$ cat config.mk
export PLATFORM = sky130hd
export DESIGN_NAME = lsu_mem_port
export DESIGN_NICKNAME = d
export VERILOG_FILES = /design/src/rtl/core_pkg.sv /design/src/rtl/load_data_aligner.sv /design/src/rtl/lsu_mem_port.sv
export SDC_FILE = /design/constraint.sdc
export NUM_CORES = 1
export LEC_CHECK = 0
export CORE_MARGIN = 4
export CORE_UTILIZATION = 35
export DETAILED_ROUTE_END_ITERATION = 7
export PLACE_DENSITY = 0.75
export SETUP_SLACK_MARGIN = 0.2
export SYNTH_ARGS = -nofsm -noshare
export SYNTH_HDL_FRONTEND = slang
export SYNTH_SLANG_ARGS = --single-unit
$ cat constraint.sdc
create_clock -name clk -period 1.95 [get_ports clk]
set_input_delay 0.195 -clock clk [delete_from_list [all_inputs] [get_ports clk]]
set_output_delay 0.195 -clock clk [all_outputs]
set_load 0.02 [all_outputs]
$ cat src/rtl/core_pkg.sv
// Shared definitions for the core's load/store path: funct3 encodings for
// memory accesses and the state encoding of the data-memory port.
package core_pkg;

    localparam logic [2:0] F3_BYTE       = 3'b000;
    localparam logic [2:0] F3_HALFWORD   = 3'b001;
    localparam logic [2:0] F3_WORD       = 3'b010;
    localparam logic [2:0] F3_BYTE_U     = 3'b100;
    localparam logic [2:0] F3_HALFWORD_U = 3'b101;

    typedef enum logic [1:0] {
        IDLE = 2'd0,
        REQ  = 2'd1,
        WAIT = 2'd2,
        DONE = 2'd3
    } lsu_state_t;

endpackage

$ cat src/rtl/load_data_aligner.sv
// Picks the addressed byte or halfword out of a full bus word and extends it
// to 32 bits according to funct3. Unknown funct3 values pass the word through.
module load_data_aligner
    import core_pkg::*;
(
    input  logic [31:0] rdata,
    input  logic [1:0]  offset,
    input  logic [2:0]  f3,
    output logic [31:0] data
);

    logic [7:0]  byte_lane;
    logic [15:0] half_lane;

    // Lane selection followed by sign or zero extension.
    always_comb begin
        byte_lane = rdata[7:0];
        case (offset)
            2'd0:    byte_lane = rdata[7:0];
            2'd1:    byte_lane = rdata[15:8];
            2'd2:    byte_lane = rdata[23:16];
            default: byte_lane = rdata[31:24];
        endcase
        half_lane = offset[1] ? rdata[31:16] : rdata[15:0];

        data = rdata;
        case (f3)
            F3_BYTE:       data = {{24{byte_lane[7]}}, byte_lane};
            F3_BYTE_U:     data = {24'h000000, byte_lane};
            F3_HALFWORD:   data = {{16{half_lane[15]}}, half_lane};
            F3_HALFWORD_U: data = {16'h0000, half_lane};
            default:       data = rdata;
        endcase
    end

endmodule

$ cat src/rtl/lsu_mem_port.sv
// Data-memory port of the multi-cycle core. Runs one valid/ready request plus
// response transaction per access, stalls the core meanwhile, extends load
// data, and reports misaligned accesses and bus timeouts as one-cycle pulses.
module lsu_mem_port
    import core_pkg::*;
#(
    parameter int unsigned TIMEOUT_CYCLES = 255
) (
    input  logic        clk,
    input  logic        rst_n,
    input  logic        acc_valid,
    input  logic        acc_we,
    input  logic [31:0] acc_addr,
    input  logic [2:0]  acc_f3,
    input  logic [3:0]  acc_be,
    input  logic [31:0] acc_wdata,
    output logic        stall,
    output logic        done,
    output logic [31:0] load_data,
    output logic        fault_misaligned,
    output logic        fault_timeout,
    output logic        bus_valid,
    input  logic        bus_ready,
    output logic [31:0] bus_addr,
    output logic        bus_we,
    output logic [3:0]  bus_be,
    output logic [31:0] bus_wdata,
    input  logic        bus_rvalid,
    input  logic [31:0] bus_rdata
);

    lsu_state_t  state;
    logic [31:0] addr_q;
    logic        we_q;
    logic [3:0]  be_q;
    logic [31:0] wdata_q;
    logic [2:0]  f3_q;
    logic [1:0]  off_q;
    logic [7:0]  cnt;
    logic [31:0] ext_data;
    logic        accept;
    logic        expired;

    load_data_aligner u_aligner (
        .rdata  (bus_rdata),
        .offset (off_q),
        .f3     (f3_q),
        .data   (ext_data)
    );

    assign accept  = (state == IDLE) && acc_valid && (acc_be != 4'b0000);
    assign expired = (cnt == 8'(TIMEOUT_CYCLES - 1));

    assign stall     = accept || (state == REQ) || (state == WAIT);
    assign done      = (state == DONE);
    assign bus_valid = (state == REQ);
    assign bus_addr  = bus_valid ? addr_q  : 32'h0;
    assign bus_we    = bus_valid ? we_q    : 1'b0;
    assign bus_be    = bus_valid ? be_q    : 4'b0000;
    assign bus_wdata = bus_valid ? wdata_q : 32'h0;

    // Transaction FSM, timeout counter, captured access fields and load result;
    // on the deadline cycle the timeout wins over a simultaneous handshake.
    always_ff @(posedge clk or negedge rst_n) begin
        if (!rst_n) begin
            state            <= IDLE;
            addr_q           <= 32'h0;
            we_q             <= 1'b0;
            be_q             <= 4'b0000;
            wdata_q          <= 32'h0;
            f3_q             <= 3'b000;
            off_q            <= 2'b00;
            cnt              <= 8'h00;
            load_data        <= 32'h0;
            fault_misaligned <= 1'b0;
            fault_timeout    <= 1'b0;
        end else begin
            fault_misaligned <= 1'b0;
            fault_timeout    <= 1'b0;
            case (state)
                IDLE: begin
                    if (acc_valid) begin
                        if (acc_be == 4'b0000) begin
                            fault_misaligned <= 1'b1;
                        end else begin
                            addr_q  <= {acc_addr[31:2], 2'b00};
                            off_q   <= acc_addr[1:0];
                            we_q    <= acc_we;
                            be_q    <= acc_be;
                            wdata_q <= acc_wdata;
                            f3_q    <= acc_f3;
                            cnt     <= 8'h00;
                            state   <= REQ;
                        end
                    end
                end
                REQ: begin
                    if (expired) begin
                        fault_timeout <= 1'b1;
                        state         <= IDLE;
                    end else begin
                        cnt <= cnt + 8'd1;
                        if (bus_ready) begin
                            state <= WAIT;
                        end
                    end
                end
                WAIT: begin
                    if (expired) begin
                        fault_timeout <= 1'b1;
                        state         <= IDLE;
                    end else begin
                        cnt <= cnt + 8'd1;
                        if (bus_rvalid) begin
                            state <= DONE;
                            if (!we_q) begin
                                load_data <= ext_data;
                            end
                        end
                    end
                end
                DONE: begin
                    state <= IDLE;
                end
                default: begin
                    state <= IDLE;
                end
            endcase
        end
    end

endmodule

# Word level (Yosys, flattened, before mapping)
# Cells that the tools add are included.
# classes
n_mux	23
add_sub_neg	1
n_bitwise	3
n_eq_ne	14
reduce_logical	15
# op_table
op	n
one-hot mux 32 bit (4 select lines)	1
two-way mux 32 bit	2
two-way mux 8 bit	3
one-hot mux 8 bit (3 select lines)	1
two-way mux 16 bit	1
one-hot mux 8 bit (2 select lines)	1
two-way mux 2 bit	6
AND reduction 4 bit	3
adder 8 x 1 -> 8 bit, second input constant	1
equality test 8 bit, second input constant	1
one-hot mux 2 bit (4 select lines)	1
equality test 2 bit, second input constant	3
equality test 3 bit, second input constant	2
two-way mux 1 bit	6
inequality test 2 bit, second input constant	3
equality test 2 x 1 -> 1 bit, second input constant	2
logical NOT 2 bit	2
logical NOT 4 bit	1
two-way mux 4 bit	1
nonzero test 4 bit	1
equality test 3 x 1 -> 1 bit, second input constant	1
logical NOT 3 bit	1
inequality test 3 x 1 -> 1 bit, second input constant	1
inequality test 3 bit, second input constant	1
6 further kinds	10
# word_totals
wordCells	67
regBits	116
out_inout_bits	106
inputBits	109

# Logic depth before layout (Yosys ltp)
# depth
ltp_word	5
ltp_mapped	8
mapped_depth_nobuf	6

# By module
# A second synthesis with hierarchy kept.
# hier_totals
cells_unflattened	517
hier_area_um2	6222.2
# by_module_without_submodules
module	cells_each	area_each_um2	seq_area_each_um2	instances
lsu_mem_port	384	5252.5	2902.8	1
load_data_aligner	133	969.7	0.0	1

# Worst setup path after synthesis
# No wires, ideal clock.
# synth_path
path_type	reg-to-reg
start	reg state[0]
end	reg wdata_q[5]
required_time_ns	1.822
arrival_ns	1.700
stages_incl_launch_ff	8
path_buffers	2
period_less_slack_ns	1.827
setup_ns	0.128
slack_ns	0.123
path_cell_list	dfrtp_1 > inv_1 > ha_1 > nand2_1 > nor2_1 > buf_2 > buf_2 > mux2_1
# synth_between
elab_chain_cells	2
# synth_rtl
element	line_no	text
start, declared	lsu_mem_port.sv:32	lsu_state_t state;
start signal, assigned	lsu_mem_port.sv:66	state <= IDLE;
start signal, assigned	lsu_mem_port.sv:93	state <= REQ;
start signal, assigned	lsu_mem_port.sv:100	state <= IDLE;
logical NOT 2 bit	lsu_mem_port.sv:80	case (state)
AND reduction 3 bit (no line)	n/a	
end signal, assigned	lsu_mem_port.sv:90	wdata_q <= acc_wdata;
end, declared	lsu_mem_port.sv:36	logic [31:0] wdata_q;
# Every way passes these cells.
# A chain may end at the register's enable or synchronous reset.

# Worst setup path after layout
# layout_path
start	reg state[0]
end	reg cnt[7]
# layout_between
elab_chain_cells	4
word_cells_on_any_way	10
cone_classes	5 x eq/ne; 1 x mux; 4 x reduce/logical
# layout_rtl
element	line_no	text
equality test 2 x 1 -> 1 bit or equality test 2 bit (tied branches)	lsu_mem_port.sv:80	
OR reduction 2 bit (no line)	n/a	
inequality test 2 bit (no line) or nonzero test 2 bit (tied branches)	n/a	
AND reduction 4 bit (no line)	n/a	
end signal, assigned	lsu_mem_port.sv:102	cnt <= cnt + 8'd1;
end signal, assigned	lsu_mem_port.sv:113	cnt <= cnt + 8'd1;
end, declared	lsu_mem_port.sv:39	logic [7:0] cnt;
# Parallel ways exist; a longest one is shown, timed or not.

==> out/qor.csv <==
stage;metric;value;unit
power;PD cells;1791;mW/mm²
final_layout;Layout Cells excl Fill;1004;
power;VDD IR max;0.9322;mV
route;final wirelength;19590;µm
setup_path;CP startpoint kind;flop;
route;post-route ant nets;0;
setup_path;critical path data arrival time;2.24;ns
setup_path;CP Capture Type;flop;
synthesis;Distinct cells, synth;51;
synthesis;Yosys reg bits;116;
setup_path;CP peak stage delay;0.48;ns
timing;final hold viol count;0;
setup_path;CP max stage cell;or4_1;
power;Tot Pwr;17360;µW
route;DR DRC count;0;
clock_network;worst skew pair latency;0.41;ns
synthesis;Mean Syn Cell Area;10.97;µm²
synthesis;Post-Syn Instances;511;
final_layout;share of post-route cells with drive strength above 1;0.3655;
hold_path;Hold Path Origin;acc_be[2];
clock_network;CTS tree;built;
hold_path;hold depth;3;
setup_path;r2r endpoint;cnt[7]$_DFFE_PN0P_;
place;IO buf count;212;
place;placer congestion estimate;0.8840;
place;placed cells;937;
timing;clk_skew;0.009271;ns
synthesis;Post-synth EDFFs;0;
synthesis;sequential share of the synthesized area;0.5177;
grt;Most Crowded Layer GR;met2;
clock_network;CTS buffer count;17;
die;Core ar.;0.01577;mm²
power;Leak;0.004291;µW
timing;worst-margin pin slew;0.5864;ns
grt;initial antenna violation count;0;
synthesis;Synth Flop Type;dfrtp_1;
final_layout;area delta synth->final;72.93;%
grt;M2 GR Usage;0.3441;
timing;period utilization;0.9875;
die;initial core utilization;0.3555;
die;row cnt;46;
route;routed len/inst;19.51;µm
grt;largest net degree at the start of global routing;48;
clock_network;CTS clk-pin slew, worst paths;0.06;ns
grt;met3 Usage GRT;0.06557;
setup_path;Worst EP required;2.27;ns
grt;grt total ovfl;0;
timing;f_max;0.5193;GHz
route;DRT iter0 DRCs;296;
clock_network;H-Tree Level Count;4;
hold_path;Hold Crit Class;input pin to flop;
setup_path;CP Class;flop to flop;
hold_path;worst hold endpoint;be_q[2]$_DFFE_PN0P_;
route;via count;5095;
final_layout;fillers;1245;
status;status;finished clean;
synthesis;Synth async-reset ratio;1.000;
die;I/O pins;215;
setup_path;CP cell instances;inv_2 -> ha_4 -> nand4_1 -> buf_4 -> o21ai_4 -> or4_1 -> a21oi_1;
clock_network;CTS Root Cell;clkbuf_16;
timing;RSZ-0062 raised after global routing;true;
synthesis;Netlist Area Pre-Place;0.005607;mm²
die;Die W;134.6;µm
die;Die Area;0.01811;mm²
grt;met1 usage;0.2352;
final_layout;footprint of the multi-input gates;0.002894;mm²
grt;first-pass GRT wire length;28590;µm
synthesis;YS warnings;0;
clock_network;clock sinks;116;
timing;Slew HR;0.6091;
final_layout;Register Area;0.002904;mm²
final_layout;Ant. Diodes;0;
grt;GRT Overall Usage;0.1998;
clock_network;clock buffer depth;2;
route;drt via density;5.075;
setup_path;Register-to-Register Setup Slack;0.02;ns
timing;Final min period;1.926;ns
setup_path;r2r startpoint;state[0]$_DFFE_PN0P_;
grt;number of global-route vias before repair;5473;
setup_path;critical path fanouts, max;5;
timing;final setup fails;0;
die;die height;134.6;µm
route;TritonRoute pass-1 iters;4;
place;DPL Wire Length;11970;µm
setup_path;R2R depth;7;
final_layout;layout net count;891;
job;Max Cap Violations;0;
timing;Pins Over Slew Limit;0;
[per-stage QoR]
step,util,hold slack (ns),setup TNS (ns),instance area [µm²],worst slack [ns]
3_3_place_gp,0.5164,0.2351,-9.942,8144,-0.3204
4_1_cts,0.5740,0.3098,-0.004770,9052,-0.002574
5_1_grt,0.6148,0.3365,-0.04262,9696,-0.04262
3_5_place_dp,0.5164,0.2379,-13.46,8144,-0.3470
6_report,0.6148,0.3168,0,9696,0.02436
2_1_floorplan,-,-0.1006,0,5618,0.2051
[where the power goes]
part	internal [µW]	switching [µW]
logic	4980	4460
clock network	2370	1150
registers	3590	822
total	10900	6430
[worst max-delay path, delay by kind of cell (launching register included)]
kind / cells / cell delay, ns
AOI/OAI and AO/OA: 2 / 0.27
and+or+nand+nor: 2 / 0.63
DFF: 1 / 0.41
buffers and inverters: 2 / 0.28
adders and majority gates: 1 / 0.23
[state kept, by name, indices dropped and copies added, names as in the netlist]
signal            cells
fault_misaligned      1
fault_timeout         1
be_q                  4
wdata_q              32
load_data            32
f3_q                  3
state                 2
off_q                 2
we_q                  1
addr_q               30
cnt                   8
[synthesized netlist by cell type, types with 2 or more instances]
master / count / area share
ha_1: 7 / 0.016
o211ai_1: 2 / 0.0027
nor2_1: 27 / 0.018
nor2b_1: 8 / 0.0089
dfrtp_1: 116 / 0.52
nand2_1: 31 / 0.021
or3_1: 9 / 0.010
nand3_1: 2 / 0.0018
buf_4: 7 / 0.0094
a21o_1: 2 / 0.0027
o21ai_0: 26 / 0.023
and3_1: 3 / 0.0033
a211o_1: 2 / 0.0031
inv_1: 9 / 0.0060
o22ai_1: 8 / 0.0089
mux2_2: 37 / 0.074
nor3_1: 2 / 0.0018
o21ai_1: 5 / 0.0045
a21oi_1: 46 / 0.041
and2_1: 67 / 0.075
buf_2: 8 / 0.0071
nand2b_1: 2 / 0.0022
nand4_1: 2 / 0.0022
mux2i_1: 9 / 0.016
or4_1: 2 / 0.0027
nor4_1: 2 / 0.0022
clkbuf_1: 14 / 0.0094
mux2_1: 33 / 0.066
[what timing repair did]
| action | 4_1_cts | 5_1_grt |
|---|---|---|
| setup endpoints to repair | 126 | 162 |
| hold endpoints to repair | 40 | 0 |
| gates resized for setup | 393 | 105 |
| hold buffers | 1 | 0 |
| pin swaps | 19 | 13 |
| setup buffers | 9 | 11 |
| cloned | 5 | 9 |
[area by class of cell]
class	instances	share of cell area
Clock buffer	20	0.04814
Clock inverter	12	0.02065
Inverter	10	0.004130
Multi-Input combinational cell	355	0.2985
Sequential cell	116	0.2995
Tap cell	216	0.02787
Timing Repair Buffer	275	0.3012
[layout by cell type, fill, tap and decap left out, types with 3 or more instances in the layout]
| cell | Yosys | layout |
|---|---|---|
| nand2_1 | 31 | 30 |
| buf_12 | 0 | 8 |
| clkdlybuf4s50_1 | 0 | 140 |
| or3_4 | 0 | 3 |
| clkbuf_8 | 0 | 3 |
| clkbuf_16 | 0 | 24 |
| and3_1 | 3 | 3 |
| buf_16 | 0 | 6 |
| mux2_2 | 37 | 17 |
| mux2i_1 | 9 | 9 |
| inv_1 | 9 | 5 |
| nor2_1 | 27 | 25 |
| and2_1 | 67 | 26 |
| ha_1 | 7 | 3 |
| buf_4 | 7 | 31 |
| inv_2 | 0 | 3 |
| mux2_1 | 33 | 26 |
| buf_6 | 1 | 54 |
| dfrtp_1 | 116 | 115 |
| clkinvlp_4 | 0 | 3 |
| a21oi_2 | 0 | 9 |
| mux2_4 | 0 | 27 |
| ha_4 | 0 | 3 |
| buf_2 | 8 | 24 |
| or3_1 | 9 | 7 |
| bufinv_16 | 0 | 5 |
| o21ai_0 | 26 | 21 |
| o22ai_1 | 8 | 8 |
| o21ai_1 | 5 | 9 |
| a21oi_1 | 46 | 37 |
| nor2b_1 | 8 | 8 |
| and2_4 | 0 | 41 |
[layer usage]
metal  up-vias  share of wire
met1      2510           0.39
li1       2310              -
met4         0          0.022
met2       241           0.51
met3        34          0.086
met5         -              0
[worst max-delay path by stage]
stage                          from            endpoint  cells after the start
2_1_floorplan  state[0]$_DFFE_PN0P_  cnt[6]$_DFFE_PN0P_                      6
3_3_place_gp              acc_be[1]               stall                      6
3_5_place_dp              acc_be[1]               stall                      6
4_1_cts        state[0]$_DFFE_PN0P_        bus_wdata[9]                      6
5_1_grt        state[0]$_DFFE_PN0P_  cnt[7]$_DFFE_PN0P_                      7
6_report       state[0]$_DFFE_PN0P_  cnt[7]$_DFFE_PN0P_                      7
[cells by family (layout without fill, tap and decap cells)]
group / count (synthesis) / count (layout) / synth area share
fa+ha+maj: 7 / 7 / 0.01562
simple gates: 164 / 164 / 0.1627
mux: 80 / 80 / 0.1607
buf+inv: 41 / 317 / 0.03526
compound gates: 102 / 102 / 0.1073
other cells: 1 / 2 / 0.0006689
flops: 116 / 116 / 0.5177
Note: power is estimated with default switching activity, not from simulation.
